--- src/rtl/nv_ram_rwsp_fifo_ctrl_pkg.sv ---
// Shared constants for the rwsp RAM FIFO controller and its output buffer.
package nv_ram_rwsp_fifo_ctrl_pkg;

  localparam int unsigned DEF_DW     = 11;
  localparam int unsigned DEF_AW     = 8;
  localparam int unsigned DEF_DEPTH  = 256;
  localparam int unsigned RAM_RD_LAT = 2;
  localparam int unsigned OBUF_DEPTH = 3;
  localparam int unsigned OBUF_CW    = $clog2(OBUF_DEPTH + 1);

endpackage

--- src/rtl/nv_ram_rwsp_fifo_obuf.sv ---
// Small flop FIFO that absorbs RAM read data; entry 0 is always the head so
// the head output comes straight from a flop.
module nv_ram_rwsp_fifo_obuf
  import nv_ram_rwsp_fifo_ctrl_pkg::*;
#(
  parameter int unsigned DW = DEF_DW
) (
  input  logic               clk,
  input  logic               rst_n,
  input  logic               push,
  input  logic [DW-1:0]      push_data,
  input  logic               pop,
  output logic [OBUF_CW-1:0] cnt,
  output logic [DW-1:0]      head
);

  logic [DW-1:0]      mem_q [OBUF_DEPTH];
  logic [DW-1:0]      mem_d [OBUF_DEPTH];
  logic [OBUF_CW-1:0] cnt_q;
  logic [OBUF_CW-1:0] cnt_d;
  logic [OBUF_CW-1:0] wr_idx;

  // Pop shifts toward the head; push lands behind the last surviving entry.
  always_comb begin
    mem_d  = mem_q;
    cnt_d  = cnt_q + OBUF_CW'(push) - OBUF_CW'(pop);
    wr_idx = cnt_q - OBUF_CW'(pop);
    if (pop) begin
      for (int i = 0; i < int'(OBUF_DEPTH) - 1; i++) begin
        mem_d[i] = mem_q[i+1];
      end
    end
    if (push) begin
      for (int i = 0; i < int'(OBUF_DEPTH); i++) begin
        if (OBUF_CW'(i) == wr_idx) begin
          mem_d[i] = push_data;
        end
      end
    end
  end

  always_ff @(posedge clk or negedge rst_n) begin
    if (!rst_n) begin
      cnt_q <= '0;
      for (int i = 0; i < int'(OBUF_DEPTH); i++) begin
        mem_q[i] <= '0;
      end
    end else begin
      cnt_q <= cnt_d;
      mem_q <= mem_d;
    end
  end

  assign cnt  = cnt_q;
  assign head = mem_q[0];

endmodule

--- src/rtl/nv_ram_rwsp_fifo_ctrl.sv ---
// Valid/ready FIFO controller for a 256x11 rwsp RAM, hiding its 2-cycle read.
// Define NV_RAM_RWSP_FIFO_CTRL_COUNT_EN to add the fifo_cnt occupancy output.
module nv_ram_rwsp_fifo_ctrl
  import nv_ram_rwsp_fifo_ctrl_pkg::*;
#(
  parameter int unsigned DW    = DEF_DW,
  parameter int unsigned AW    = DEF_AW,
  parameter int unsigned DEPTH = DEF_DEPTH
) (
  input  logic          nvdla_core_clk,
  input  logic          nvdla_core_rstn,
  input  logic          wr_pvld,
  output logic          wr_prdy,
  input  logic [DW-1:0] wr_pd,
  output logic          rd_pvld,
  input  logic          rd_prdy,
  output logic [DW-1:0] rd_pd,
  output logic [AW-1:0] ram_wa,
  output logic          ram_we,
  output logic [DW-1:0] ram_di,
  output logic [AW-1:0] ram_ra,
  output logic          ram_re,
  output logic          ram_ore,
  input  logic [DW-1:0] ram_dout,
  input  logic [31:0]   pwrbus_ram_pd,
  output logic [31:0]   ram_pwrbus_ram_pd
`ifdef NV_RAM_RWSP_FIFO_CTRL_COUNT_EN
  ,
  output logic [AW+1:0] fifo_cnt
`endif
);

  localparam int unsigned CW  = AW + 1;
  localparam int unsigned IFW = $clog2(RAM_RD_LAT + 1);
  localparam int unsigned CRW = OBUF_CW + 1;

  logic [AW-1:0]         wr_ptr_q, wr_ptr_d;
  logic [AW-1:0]         rd_ptr_q, rd_ptr_d;
  logic [CW-1:0]         ram_cnt_q, ram_cnt_d;
  logic [RAM_RD_LAT-1:0] tok_q, tok_d;
  logic                  wr_prdy_q, wr_prdy_d;
  logic                  wr_acc, issue, pop, push;
  logic [IFW-1:0]        inflight;
  logic [CRW-1:0]        credit;
  logic [OBUF_CW-1:0]    obuf_cnt;
  logic [DW-1:0]         obuf_head;

  // A pop this cycle frees a slot before the new read can land, so it may
  // cover a fully committed buffer and keep streaming at one word per cycle.
  always_comb begin
    wr_acc   = wr_pvld & wr_prdy_q;
    pop      = (obuf_cnt != '0) & rd_prdy;
    push     = tok_q[RAM_RD_LAT-1];
    inflight = '0;
    for (int i = 0; i < int'(RAM_RD_LAT); i++) begin
      inflight = inflight + IFW'(tok_q[i]);
    end
    credit    = CRW'(inflight) + CRW'(obuf_cnt);
    issue     = (ram_cnt_q != '0) && ((credit < CRW'(OBUF_DEPTH)) || pop);
    tok_d     = {tok_q[RAM_RD_LAT-2:0], issue};
    wr_ptr_d  = wr_ptr_q + AW'(wr_acc);
    rd_ptr_d  = rd_ptr_q + AW'(issue);
    ram_cnt_d = ram_cnt_q + CW'(wr_acc) - CW'(issue);
    wr_prdy_d = (ram_cnt_d != CW'(DEPTH));
  end

  always_ff @(posedge nvdla_core_clk or negedge nvdla_core_rstn) begin
    if (!nvdla_core_rstn) begin
      wr_ptr_q  <= '0;
      rd_ptr_q  <= '0;
      ram_cnt_q <= '0;
      tok_q     <= '0;
      wr_prdy_q <= 1'b0;
    end else begin
      wr_ptr_q  <= wr_ptr_d;
      rd_ptr_q  <= rd_ptr_d;
      ram_cnt_q <= ram_cnt_d;
      tok_q     <= tok_d;
      wr_prdy_q <= wr_prdy_d;
    end
  end

  nv_ram_rwsp_fifo_obuf #(
    .DW (DW)
  ) u_obuf (
    .clk       (nvdla_core_clk),
    .rst_n     (nvdla_core_rstn),
    .push      (push),
    .push_data (ram_dout),
    .pop       (pop),
    .cnt       (obuf_cnt),
    .head      (obuf_head)
  );

  assign wr_prdy           = wr_prdy_q;
  assign ram_we            = wr_acc;
  assign ram_wa            = wr_ptr_q;
  assign ram_di            = wr_pd;
  assign ram_re            = issue;
  assign ram_ra            = rd_ptr_q;
  assign ram_ore           = tok_q[0];
  assign rd_pvld           = (obuf_cnt != '0);
  assign rd_pd             = obuf_head;
  assign ram_pwrbus_ram_pd = pwrbus_ram_pd;

`ifdef NV_RAM_RWSP_FIFO_CTRL_COUNT_EN
  localparam int unsigned FCW = AW + 2;

  logic [FCW-1:0] fifo_cnt_q, fifo_cnt_d;
  logic [IFW-1:0] inflight_d;

  // Total words held: RAM, read pipeline and output buffer, as of next cycle.
  always_comb begin
    inflight_d = '0;
    for (int i = 0; i < int'(RAM_RD_LAT); i++) begin
      inflight_d = inflight_d + IFW'(tok_d[i]);
    end
    fifo_cnt_d = FCW'(ram_cnt_d) + FCW'(inflight_d) + FCW'(obuf_cnt)
               + FCW'(push) - FCW'(pop);
  end

  always_ff @(posedge nvdla_core_clk or negedge nvdla_core_rstn) begin
    if (!nvdla_core_rstn) begin
      fifo_cnt_q <= '0;
    end else begin
      fifo_cnt_q <= fifo_cnt_d;
    end
  end

  assign fifo_cnt = fifo_cnt_q;
`endif

endmodule

--- config.mk ---
export PLATFORM = sky130hd
export DESIGN_NAME = nv_ram_rwsp_fifo_ctrl
export DESIGN_NICKNAME = d
export VERILOG_FILES = /design/src/rtl/nv_ram_rwsp_fifo_ctrl_pkg.sv /design/src/rtl/nv_ram_rwsp_fifo_obuf.sv /design/src/rtl/nv_ram_rwsp_fifo_ctrl.sv
export SDC_FILE = /design/constraint.sdc
export NUM_CORES = 1
export LEC_CHECK = 0
export ABC_AREA = 1
export BUFFER_PORTS_ARGS = -buffer_cell sky130_fd_sc_hd__buf_2
export CORE_MARGIN = 1
export CORE_UTILIZATION = 50
export CTS_BUF_LIST = sky130_fd_sc_hd__clkbuf_16
export DETAILED_ROUTE_END_ITERATION = 8
export PLACE_DENSITY_LB_ADDON = 0.1
export RECOVER_POWER = 25
export SLEW_MARGIN = 20
export SYNTH_ARGS = -nofsm -noshare
export SYNTH_HDL_FRONTEND = slang
export SYNTH_SLANG_ARGS = --single-unit
--- constraint.sdc ---
create_clock -name nvdla_core_clk -period 3.5 [get_ports nvdla_core_clk]
set_input_delay 0.175 -clock nvdla_core_clk [delete_from_list [all_inputs] [get_ports nvdla_core_clk]]
set_output_delay 0.175 -clock nvdla_core_clk [all_outputs]
set_load 0.02 [all_outputs]
==> flow_summary.toml, run 1 <==
[logic_synthesis]
yosysUniqueCellTypes = 30
synth_top_family_by_area = "buffers and inverters"
ys.warnings.count = 0
syn_nets = 474
synth-xor-area-share_pct = 3.69
synthMuxAreaShare_pct = 3.16
synth-compound-area-share_pct = 5.13
yosys.area_share.simple_pct = 17.3
ys_seq_elements = 63
synth-adder-area-share_pct = 7.80
avgSynthCellArea_um2 = 9.01
seq_area_frac_synth_pct = 44.3
syn_area_um2 = 3560
netlist_instances = 395

[sta]
slew_violations = 0
tns_ns = 0
final.period_utilization_pct = 93.3
hold_viol_final = 0
finalSetupViolations = 0
max_slew_margin_pct = 43.0
fin_skew_ns = 0.00620
fmax_ghz = 0.306
finalCriticalPeriod_ns = 3.27
setup_slack_ns = 0.234
worstMarginPinSlew_ns = 0.856

[pwr]
ir_worst_vdd_mv = 0.627
p_leak_nw = 1.96
powerDensity_nw_per_um2 = 1190

[worst_setup_path]
critical_path.cell_chain = "fa_1 > ha_1 > nand2_1 > inv_1 > o21ai_0 > o31ai_1 > inv_1 > ha_1 > inv_1 > ha_2 > fa_1 > or2_2 > nor2_1 > nand3_1 > nor2_1 > nand3_1"
critPathLaunchType = "flop"
required_ns = 3.70
end_kind = "flop"
cp_max_fo = 4
rrSetupSlack_ns = 0.23
critPathKind = "flop to flop"
path_common_cell = "inv_1"
slowest_stage = "fa_1"
crit_arrival_ns = 3.47
reg2reg_from = "tok_q[0]$_DFF_PN0_"
timing.rr.end = "wr_prdy$_DFF_PN0_"
cp_slowest_stage_delay_ns = 0.43
r2r_cells = 16

[finish]
finalNetCount = 473
syn2layout_area_growth_pct = 4.60
final_cells = 495
fill_cells = 654
layout.cells.most_common = "nand2_1"
final_cell_mix = "nand2_1 (80), dfrtp_1 (63), inv_1 (49)"
layout-drive-gt1-share_pct = 19.5
antenna_cells = 0

[floorplan]
pin_count = 133
fp.dieH_um = 86.4
coreArea_um2 = 6830
rows = 30
start_util_pct = 52.1
die_w_um = 86.4
die-area_um2 = 7460

[grt]
antenna_found_initial = 0
grt_usage_pct = 18.2
gr-total-overflow = 0
grt_start_max_net_pins = 38
grt_pass1_wl_mm = 10.5
grt_pass1_vias = 2253

[hold_path]
holdPathEnd = "u_obuf.head[10]$_DFF_PN0_"
hold_path_class = "primary input to flop"
min_from = "ram_dout[10]"
hold_path_depth = 3

[detailed_routing]
ant_nets = 0
routed_via_density = 4.77
wirelength_mm = 6.11
drt_pass1_iterations = 5
post_drt_wl_per_cell_um = 12.3
drc = 0
drt_iter0_drc = 55
num_vias = 2363

[clocking]
clock_sinks = 63
clockBufferDepth = 2
clockRootBuffer = "clkbuf_16"
htreeDepth = 3
clkTransAtPathRegs_ns = 0.05
clk_latency_ns = 0.32
cts_tree = "built"
cts_inserted_buffers = 9

[placed_design]
hpwl_mm = 4.19
io_buffers = 46
gp_congestion = 0.789
post-place-cells = 476
dp_slack_ns = 0.172

[run]
drv_cap = 0

[run_status]
status = "completed"
==> power by group <==
group          switching [mW]  internal (mW)
registers               0.221           1.13
logic                    1.41          0.895
clock network           0.304          0.465
==> cells by family (layout without fill, tap and decap cells) <==
family          Yosys count  after routing
compound gates           32             32
xor+xnor                 15             15
fa+ha+maj                21             21
buf+inv                 112            116
flops                    63             63
mux                      10             10
simple gates            142            142
==> registers in the layout, indices dropped and copies added, names as in the netlist <==
name / cells
u_obuf.head: 11
ram_cnt_q: 9
ram_ra: 8
tok_q: 2
u_obuf.mem_q: 22
ram_wa: 8
u_obuf.cnt: 2
wr_prdy: 1
==> Yosys cell counts <==
| cell | instances | area (um2) |
|---|---|---|
| inv_1 | 47 | 176 |
| buf_2 | 3 | 15.0 |
| nor2_1 | 21 | 78.8 |
| o21ai_1 | 12 | 60.1 |
| nand2_1 | 80 | 300 |
| nand2_2 | 3 | 18.8 |
| nand4_1 | 2 | 12.5 |
| xor2_1 | 11 | 96.3 |
| dfrtp_1 | 63 | 1580 |
| nand2_4 | 1 | 11.3 |
| o21ai_0 | 3 | 15.0 |
| fa_1 | 2 | 40.0 |
| mux2_2 | 10 | 113 |
| nor3_1 | 2 | 10.0 |
| nand3_1 | 27 | 135 |
| ha_1 | 19 | 238 |
| o211ai_1 | 1 | 7.51 |
| a21oi_1 | 3 | 15.0 |
| or2_1 | 1 | 6.26 |
| a31oi_1 | 10 | 62.6 |
| buf_4 | 56 | 420 |
| nand3_2 | 2 | 20.0 |
| nand3b_1 | 1 | 7.51 |
| inv_2 | 2 | 7.51 |
| or2_4 | 1 | 8.76 |
| or2_2 | 1 | 6.26 |
| o21bai_1 | 2 | 15.0 |
| buf_6 | 4 | 45.0 |
| o31ai_1 | 1 | 7.51 |
| xnor2_1 | 4 | 35.0 |
==> worst max-delay path: cells and delay by family (launching register included) <==
kind                       cells  cell delay (ns)
adders and majority gates      5             1.56
and+or+nand+nor                6             0.72
DFF                            1             0.41
buffers and inverters          3             0.21
AOI/OAI and AO/OA              2             0.26
==> stage by stage <==
step	utilization (%)	power [mW]	instance area [um2]	hold WS [ns]
global route	54.5	4.86	3720	0.0897
global placement	50.4	3.61	3450	0.327
CTS	54.4	4.44	3710	0.0778
finish	54.5	4.42	3720	0.0823
detailed placement	50.4	3.64	3450	0.340
floorplan	-	3.31	3560	-0.121
==> area by class of cell <==
class	count	area [um2]	area share [%]
Clock buffer	9	225	6.05
Sequential cell	63	1580	42.3
Multi-Input combinational cell	220	1320	35.5
Timing Repair Buffer	51	264	7.09
Tap cell	96	120	3.22
Clock inverter	7	32.5	0.873
Inverter	49	184	4.94
==> metal layers <==
metal | global-route usage, % | wire [um] | up-vias | part of all wire (%)
li1 | - | - | 1195 | -
met1 | 23.8 | 2900 | 1083 | 47
met2 | 28.3 | 2760 | 65 | 45
met3 | 4.19 | 300 | 20 | 4.9
met4 | 9.55 | 150 | 0 | 2.5
met5 | 0 | 0 | - | 0
==> worst max-delay path by stage <==
| stage | from | to | slack, ns | depth (start not counted) |
|---|---|---|---|---|
| after floorplan | tok_q[0]$_DFF_PN0_ | wr_prdy$_DFF_PN0_ | 0.20 | 16 |
| after global placement | tok_q[0]$_DFF_PN0_ | wr_prdy$_DFF_PN0_ | 0.29 | 16 |
| after detailed placement | tok_q[0]$_DFF_PN0_ | wr_prdy$_DFF_PN0_ | 0.17 | 16 |
| after CTS | tok_q[0]$_DFF_PN0_ | wr_prdy$_DFF_PN0_ | 0.17 | 16 |
| after global routing | tok_q[0]$_DFF_PN0_ | wr_prdy$_DFF_PN0_ | -0.0004 | 16 |
| final | tok_q[0]$_DFF_PN0_ | wr_prdy$_DFF_PN0_ | 0.23 | 16 |
==> timing repair <==
action,4_1_cts,5_1_grt
resized for setup,0,1
buffers inserted,0,2
hold buffers,1,0
setup endpoints to repair,0,1
hold endpoints to repair,23,0
(Power assumes the default switching activity.)
==> run 2, diff against run 1 <==
--- a/config.mk
+++ b/config.mk
@@ -12,7 +12,7 @@
 export CTS_BUF_LIST = sky130_fd_sc_hd__clkbuf_16
 export DETAILED_ROUTE_END_ITERATION = 8
 export PLACE_DENSITY_LB_ADDON = 0.1
-export RECOVER_POWER = 25
+export RECOVER_POWER = 50
 export SLEW_MARGIN = 20
 export SYNTH_ARGS = -nofsm -noshare
 export SYNTH_HDL_FRONTEND = slang
==> run 2 against run 1 <==
The run now ends with max-capacitance violations, max-slew violations left. Sequential share of layout area grew 0.34 points. Cell count is the same. Register-to-register slack is essentially flat.
==> flow_summary.toml, run 2 (synthesis results as in run 1) <==
[detailed_routing]
drc = 0
wirelength_mm = 6.14
drt_iter0_drc = 75
drt_pass1_iterations = 4
ant_nets = 0
num_vias = 2369
post_drt_wl_per_cell_um = 12.4
routed_via_density = 4.79

[pwr]
p_comb_share_pct = 51.7
p_seq_share_pct = 30.8
total_power_mw = 4.39
p_int_mw = 2.45
powerDensity_nw_per_um2 = 1190
switching_share_pct = 44.1
ir_worst_vdd_mv = 0.628
p_leak_nw = 1.89
p_switching_mw = 1.94
power_frac_clock_pct = 17.5

[grt]
grt_pass1_vias = 2253
gr-total-overflow = 0
grt_pass1_wl_mm = 10.5
grt_start_max_net_pins = 38
antenna_found_initial = 0
grt_usage_pct = 18.2

[finish]
fill_cells = 665
final_cell_mix = "nand2_1 (80), dfrtp_1 (63), inv_1 (49)"
final_util_pct = 54.1
largest_reg_flops = 22
layout-drive-gt1-share_pct = 13.5
layout.cells.most_common = "nand2_1"
antenna_cells = 0
finalNetCount = 473
largest-register = "u_obuf.mem_q"
syn2layout_area_growth_pct = 3.76

[sta]
finalCriticalPeriod_ns = 3.27
hold_viol_final = 0
setup_slack_ns = 0.228
tns_ns = 0
finalSetupViolations = 0
fmax_ghz = 0.306
fin_skew_ns = 0.00583
max_slew_margin_pct = -37.5
final.period_utilization_pct = 93.5
slew_violations = 38
worstMarginPinSlew_ns = 2.06
timing.hold.ws_ns = 0.0821

[placed_design]
gp_congestion = 0.789
hpwl_mm = 4.19
io_buffers = 46
dp_slack_ns = 0.172

[clocking]
clkTransAtPathRegs_ns = 0.05
clockRootBuffer = "clkbuf_16"
clk_latency_ns = 0.32
htreeDepth = 3
clockBufferDepth = 2
cts_inserted_buffers = 9
clock_sinks = 63
cts_tree = "built"

[worst_setup_path]
r2r_cells = 16
reg2reg_from = "tok_q[0]$_DFF_PN0_"
crit_start = "tok_q[0]$_DFF_PN0_"
critPathKind = "flop to flop"
critical_path.cell_chain = "fa_1 > ha_1 > nand2_1 > inv_1 > o21ai_0 > o31ai_1 > inv_1 > ha_1 > inv_1 > ha_2 > fa_1 > or2_2 > nor2_1 > nand3_1 > nor2_1 > nand3_1"
cp_max_fo = 4
path_common_cell = "inv_1"
critPathLaunchType = "flop"
cp_slowest_stage_delay_ns = 0.43
slowest_stage = "fa_1"
crit_arrival_ns = 3.48
path_depth = 16
rrSetupSlack_ns = 0.23
required_ns = 3.70
path_buf_inv = 3
cpLargestDelayFamily = "adder cells"
end_kind = "flop"

[floorplan]
die_w_um = 86.4
die-area_um2 = 7460
fp.dieH_um = 86.4
pin_count = 133
start_util_pct = 52.1
rows = 30
coreArea_um2 = 6830

[hold_path]
min_from = "ram_dout[10]"
hold_path_depth = 3
hold_path_class = "primary input to flop"

[run]
drv_cap = 1

[run_status]
status = "finished with violations"
violations = "max-capacitance violations, max-slew violations"
run 2: layer usage:
metal / part of all wire (%) / track usage (%)
met4: 2.4 / 9.55
met3: 4.5 / 4.19
met1: 48 / 23.8
met5: 0 / 0
met2: 45 / 28.3
run 2: area by class of cell:
class / count / area [um2] / share of cell area [%]
flip-flops and latches: 63 / 1580 / 42.7
multi-input cells: 220 / 1320 / 35.8
clock inverters: 7 / 32.5 / 0.880
clock buffers: 9 / 225 / 6.10
inverters: 49 / 184 / 4.98
repair buffers: 51 / 234 / 6.33
well taps: 96 / 120 / 3.25
run 2: power by group through the flow:
stage          Combinational [mW]  Clock, mW  Sequential [mW]
2_1_floorplan                1.87          0             1.44
3_3_place_gp                 2.25          0             1.35
3_5_place_dp                 2.28          0             1.36
4_1_cts                      2.30      0.790             1.35
5_1_grt                      2.61      0.819             1.40
6_report                     2.27      0.770             1.35
run 2: worst min-delay path: stages:
cell and delay [ns]:
buf_2 0.09, o21ai_1 0.06, inv_1 0.04
run 2: path summary, 6_finish.rpt:
check,endpoint
worst max-delay path,wr_prdy$_DFF_PN0_
worst min-delay path,u_obuf.head[10]$_DFF_PN0_
worst max register to register,wr_prdy$_DFF_PN0_
worst min register to register,tok_q[1]$_DFF_PN0_
max in group asynchronous,u_obuf.mem_q[21]$_DFF_PN0_
min in group asynchronous,u_obuf.head[0]$_DFF_PN0_
run 2: repair_timing:
action | in CTS | in global routing
hold buffers | 1 | 0
resized for setup | 0 | 1
buffers inserted | 0 | 2
setup endpoints to repair | 0 | 1
endpoints found under the hold margin | 23 | 0
run 2: per-stage QoR:
stage | area [um2] | cells
final | 3690 | 495
after global routing | 3690 | 495
after global placement | 3450 | 476
after CTS | 3710 | 493
after detailed placement | 3450 | 476
after floorplan | 3560 | 395
